$ cat src/rtl/dense_layer.sv
// Serial dense layer: buffers one frame of activations, then computes each
// neuron as bias + dot(w, x) from external synchronous-read RAMs and emits saturated results.
//
// state | meaning
// IDLE  | waiting for start; counters cleared
// LOAD  | capturing IN_COUNT activations into the input buffer
// BIAS  | presenting bias address j and first weight address
// ACC   | multiply-accumulate over IN_COUNT weights of neuron j
// OUT   | registered result visible with valid; advance or finish
module dense_layer #(
  parameter int IN_COUNT  = 10,
  parameter int OUT_COUNT = 3,
  parameter int DATA_SIZE = 8
) (
  input  logic                                      clk,
  input  logic                                      rst,
  input  logic                                      start,
  input  logic signed [DATA_SIZE-1:0]               dataIn,
  input  logic signed [DATA_SIZE-1:0]               weightData,
  input  logic signed [DATA_SIZE-1:0]               biasData,
  output logic                                      busy,
  output logic                                      valid,
  output logic signed [DATA_SIZE-1:0]               dataOut,
  output logic [$clog2(IN_COUNT*OUT_COUNT)-1:0]     weightAdr,
  output logic [$clog2(OUT_COUNT)-1:0]              biasAdr
);

  localparam int WA = $clog2(IN_COUNT*OUT_COUNT);
  localparam int BA = $clog2(OUT_COUNT);
  localparam int CW = $clog2(IN_COUNT);
  localparam int PW = 2*DATA_SIZE;
  localparam int AW = PW + CW + 1;

  localparam logic [CW-1:0] LAST_IN  = CW'(IN_COUNT-1);
  localparam logic [BA-1:0] LAST_OUT = BA'(OUT_COUNT-1);

  localparam logic signed [AW-1:0] SAT_MAX = {{(AW-DATA_SIZE+1){1'b0}}, {(DATA_SIZE-1){1'b1}}};
  localparam logic signed [AW-1:0] SAT_MIN = {{(AW-DATA_SIZE+1){1'b1}}, {(DATA_SIZE-1){1'b0}}};

  typedef enum logic [2:0] {
    S_IDLE,
    S_LOAD,
    S_BIAS,
    S_ACC,
    S_OUT
  } state_t;

  state_t state;
  state_t state_next;

  logic [CW-1:0]               cnt;
  logic                        last_in;
  logic                        last_out;
  logic signed [DATA_SIZE-1:0] x_buf [0:IN_COUNT-1];
  logic signed [DATA_SIZE-1:0] x_cur;
  logic signed [PW-1:0]        prod;
  logic signed [AW-1:0]        prod_ext;
  logic signed [AW-1:0]        bias_ext;
  logic signed [AW-1:0]        acc;
  logic signed [AW-1:0]        acc_next;
  logic signed [DATA_SIZE-1:0] sat_val;

  assign last_in  = (cnt == LAST_IN);
  assign last_out = (biasAdr == LAST_OUT);
  assign busy     = (state != S_IDLE);

  always_ff @(posedge clk or posedge rst) begin
    if (rst) state <= S_IDLE;
    else     state <= state_next;
  end

  always_comb begin
    state_next = state;
    case (state)
      S_IDLE: if (start) state_next = S_LOAD;
      S_LOAD: if (last_in) state_next = S_BIAS;
      S_BIAS: state_next = S_ACC;
      S_ACC:  if (last_in) state_next = S_OUT;
      S_OUT:  state_next = last_out ? S_IDLE : S_BIAS;
      default: state_next = S_IDLE;
    endcase
  end

  // cnt indexes the input buffer both while loading and while accumulating
  always_ff @(posedge clk or posedge rst) begin
    if (rst) begin
      cnt <= '0;
    end else begin
      case (state)
        S_LOAD, S_ACC: cnt <= last_in ? '0 : cnt + CW'(1);
        default:       cnt <= '0;
      endcase
    end
  end

  always_ff @(posedge clk) begin
    if (state == S_LOAD) x_buf[cnt] <= dataIn;
  end

  always_comb begin
    x_cur    = x_buf[cnt];
    prod     = weightData * x_cur;
    prod_ext = {{(AW-PW){prod[PW-1]}}, prod};
    bias_ext = {{(AW-DATA_SIZE){biasData[DATA_SIZE-1]}}, biasData};
    acc_next = (cnt == '0) ? bias_ext + prod_ext : acc + prod_ext;
    if (acc_next > SAT_MAX)      sat_val = {1'b0, {(DATA_SIZE-1){1'b1}}};
    else if (acc_next < SAT_MIN) sat_val = {1'b1, {(DATA_SIZE-1){1'b0}}};
    else                         sat_val = acc_next[DATA_SIZE-1:0];
  end

  always_ff @(posedge clk or posedge rst) begin
    if (rst)                 acc <= '0;
    else if (state == S_ACC) acc <= acc_next;
  end

  always_ff @(posedge clk or posedge rst) begin
    if (rst) begin
      valid   <= 1'b0;
      dataOut <= '0;
    end else begin
      valid <= (state == S_ACC) && last_in;
      if ((state == S_ACC) && last_in) dataOut <= sat_val;
    end
  end

  // The address left after the last ACC cycle is already the next neuron's base
  always_ff @(posedge clk or posedge rst) begin
    if (rst) begin
      weightAdr <= '0;
    end else begin
      case (state)
        S_BIAS:  weightAdr <= weightAdr + WA'(1);
        S_ACC:   if (!last_in) weightAdr <= weightAdr + WA'(1);
        S_OUT:   if (last_out) weightAdr <= '0;
        default: weightAdr <= '0;
      endcase
    end
  end

  always_ff @(posedge clk or posedge rst) begin
    if (rst) begin
      biasAdr <= '0;
    end else begin
      case (state)
        S_OUT:         biasAdr <= last_out ? '0 : biasAdr + BA'(1);
        S_IDLE, S_LOAD: biasAdr <= '0;
        default:       biasAdr <= biasAdr;
      endcase
    end
  end

endmodule

$ cat config.mk
export PLATFORM = sky130hd
export DESIGN_NAME = dense_layer
export DESIGN_NICKNAME = d
export VERILOG_FILES = /design/src/rtl/dense_layer.sv
export SDC_FILE = /design/constraint.sdc
export NUM_CORES = 1
export LEC_CHECK = 0
export CORE_MARGIN = 2
export CORE_UTILIZATION = 30
export CTS_CLUSTER_DIAMETER = 200
export CTS_CLUSTER_SIZE = 12
export DETAILED_ROUTE_END_ITERATION = 10
export PLACE_DENSITY = 0.52
export SYNTH_ARGS = -nofsm -noshare
export SYNTH_HDL_FRONTEND = slang
export SYNTH_SLANG_ARGS = --single-unit
export TNS_END_PERCENT = 10
$ cat constraint.sdc
create_clock -name clk -period 11.02 [get_ports clk]
set_clock_uncertainty 0.1 [all_clocks]
set_input_delay 2.755 -clock clk [delete_from_list [all_inputs] [get_ports clk]]
set_output_delay 2.755 -clock clk [all_outputs]
set_load 0.01 [all_outputs]
==> results.cfg <==
[synthesis]
synth-seq-cells = 124
syn_inst = 945
yosysMostFrequentCell = inv_1
yosys.area.top_type = edfxtp_1
synth_ff_type = edfxtp_1
synthArstFlopShare_pct = 35.48
yosys.cell_types.count = 63
seq_area_frac_synth_pct = 36.47
yosysWarnings = 0
syn_area_per_cell_um2 = 10.16
synth_edf_count = 80
synthTopCellsByArea = edfxtp_1, fa_1, dfrtp_1
synth_fp_nets = 1097
yosysTopAreaCellShare_pct = 25.01
netlist_top_cells_count = inv_1, nand2_1, edfxtp_1, nor2_1, ha_1
syn-cell-area_um2 = 9605

[setup_path]
critical_path_arrival_ns = 10.44
cp-end-kind = register
start_kind = primary input
required_ns = 11.27
reg2reg_depth = 30
crit_path_start = weightData[0]
reg2reg_from = cnt[0]
rr_endpoint = dataOut[4]
critPathMaxFanout = 9
crit_type = in -> reg
reg2reg_slack_ns = 1.74

[global_route]
antenna_found_initial = 0
grt_pass1_wl_mm = 36.25
gr-total-overflow = 0
grt_pass1_vias = 6987
grt_max_degree = 45
grtUsageTotal_pct = 13.78

[worst_hold_path]
min_from = acc[6]
hold_depth = 2
hp-class = reg -> reg
hold_end = acc[6]

[detailed_routing]
wl_mm = 21.98
vias = 6769
firstDrtPassIters = 4
viasPerCell = 4.801
drc = 0
ant_nets = 0
drt_iter0_markers = 277
wire_per_inst_um = 15.59

[sta]
fmax_mhz = 98.10
setup_violations = 0
finalCritPeriodShare_pct = 92.50
period_needed_ns = 10.19
slew_viol_final = 0
tns_ns = 0
tightest_slew_ns = 1.042
hold_violations = 0
rsz0062_at_grt = no
slew_headroom_pct = 30.45

[clocking]
cts_max_path_buffers = 2
cts.htree.levels = 4
clock_latency_ns = 0.43
cts_tree = yes
cts_hold_buf = 0
root_buffer = clkbuf_16
post_cts_resized = 0
clk_pin_slew_ns = 0.06
clock_sinks = 124
post_cts_buffers = 0
cts_made_buffers = 17

[layout]
nets = 1147
final_cell_area_um2 = 11140
area_growth_pct = 15.94
n_fill_cell = 3208
utilization_pct = 35.29
antenna_cells = 0
drive_gt1_share_pct = 7.738
multi_input_area_um2 = 5619
regArea_um2 = 3505

[placement]
portBuffers = 43
gp_congestion = 0.8489
dp_hpwl_mm = 17.23
placedInstanceArea_um2 = 10540

[floorplanning]
die_w_um = 182.9
rows = 65
core-area_um2 = 31560
initial_core_util_pct = 30.44
die_area_um2 = 33470
ios = 44
die_y_um = 182.9

[job]
maxCapViolCount = 0

[outcome]
status = completed
==> layout make-up <==
type                            instances  share of cell area [%]
Tap cell                              402                   4.516
Sequential cell                       124                   31.47
Clock inverter                         15                   1.562
Multi-Input combinational cell        692                   50.46
Clock buffer                           17                   3.820
Inverter                              106                   3.573
Timing Repair Buffer                   54                   4.606
==> worst max-delay path: stages <==
cell and delay, ns:
clkdlybuf4s50_1 0.53, or2_2 0.36, fa_1 0.51, fa_1 0.56, inv_1 0.06, fa_1 0.53, inv_1 0.05, fa_1 0.52
inv_1 0.04, ha_1 0.31, o21ai_1 0.07, o21bai_1 0.19, nor3_1 0.09, o31ai_1 0.42, o41ai_1 0.14, xnor2_1 0.80
ha_1 0.29, nand4_1 0.13, a211oi_1 0.32, nand2_1 0.10, o31ai_2 0.28, xor2_1 0.18, a21oi_1 0.11, or3_4 0.42
nor4_4 0.43, a22oi_1 0.14, o21ai_1 0.10
==> worst max path at each step <==
stage | endpoint | slack (ns)
after floorplan | dataOut[5] | 1.83
after global placement | dataOut[6] | 0.62
after detailed placement | dataOut[1] | 0.44
after CTS | dataOut[1] | 0.84
after global routing | dataOut[2] | 0.39
final | dataOut[4] | 0.83
==> kinds of logic after synthesis <==
logic type	share of synthesized area, %
DFF	36.47
xor gates and xnor gates	3.699
AOI/OAI and AO/OA	12.37
and+or+nand+nor	15.61
buffers and inverters	5.119
muxes	5.992
adders and majority gates	20.74
==> sequential cells by signal, summed over array words and instances (netlist names) <==
register,count
weightAdr,5
dataOut,8
x_buf,80
biasAdr,2
cnt,4
state,3
acc,21
valid,1
==> metrics by stage <==
stage	hold WS [ns]	setup WS [ns]	cells
floorplan	0.3516	1.835	945
global placement	0.3741	0.6237	1378
detailed placement	0.3858	0.4366	1378
CTS	0.4035	0.8382	1410
global route	0.4272	0.3881	1410
finish	0.3947	0.8263	1410
==> cell usage in the layout (no fill, tap or decap), drive strengths merged, types with 8 or more instances in the layout <==
master           n
mux4            16
clkbuf          17
a21o            12
edfxtp          80
xnor2           29
o21a             9
buf             11
a211oi          16
nand3           11
nand2b           8
ha              68
o21ai           62
fa              57
mux2i           17
a21oi           39
nor2            79
nor2b            8
nand2           84
and2            58
clkdlybuf4s50   43
dfrtp           44
inv            115
a22oi            9
xor2             9
nor3            25
==> metal layers <==
metal  vias up  part of all wire, %  GRT usage [%]
li1       3412                    -              -
met1      3243                   45          17.33
met2        84                   50          23.94
met3        30                  2.4          2.323
met4         0                  2.5          4.800
met5         -                    0              0
Power is left out: the tool's default activity adds up to more than one toggle a clock period on the data nets, which glitch-free logic cannot reach.
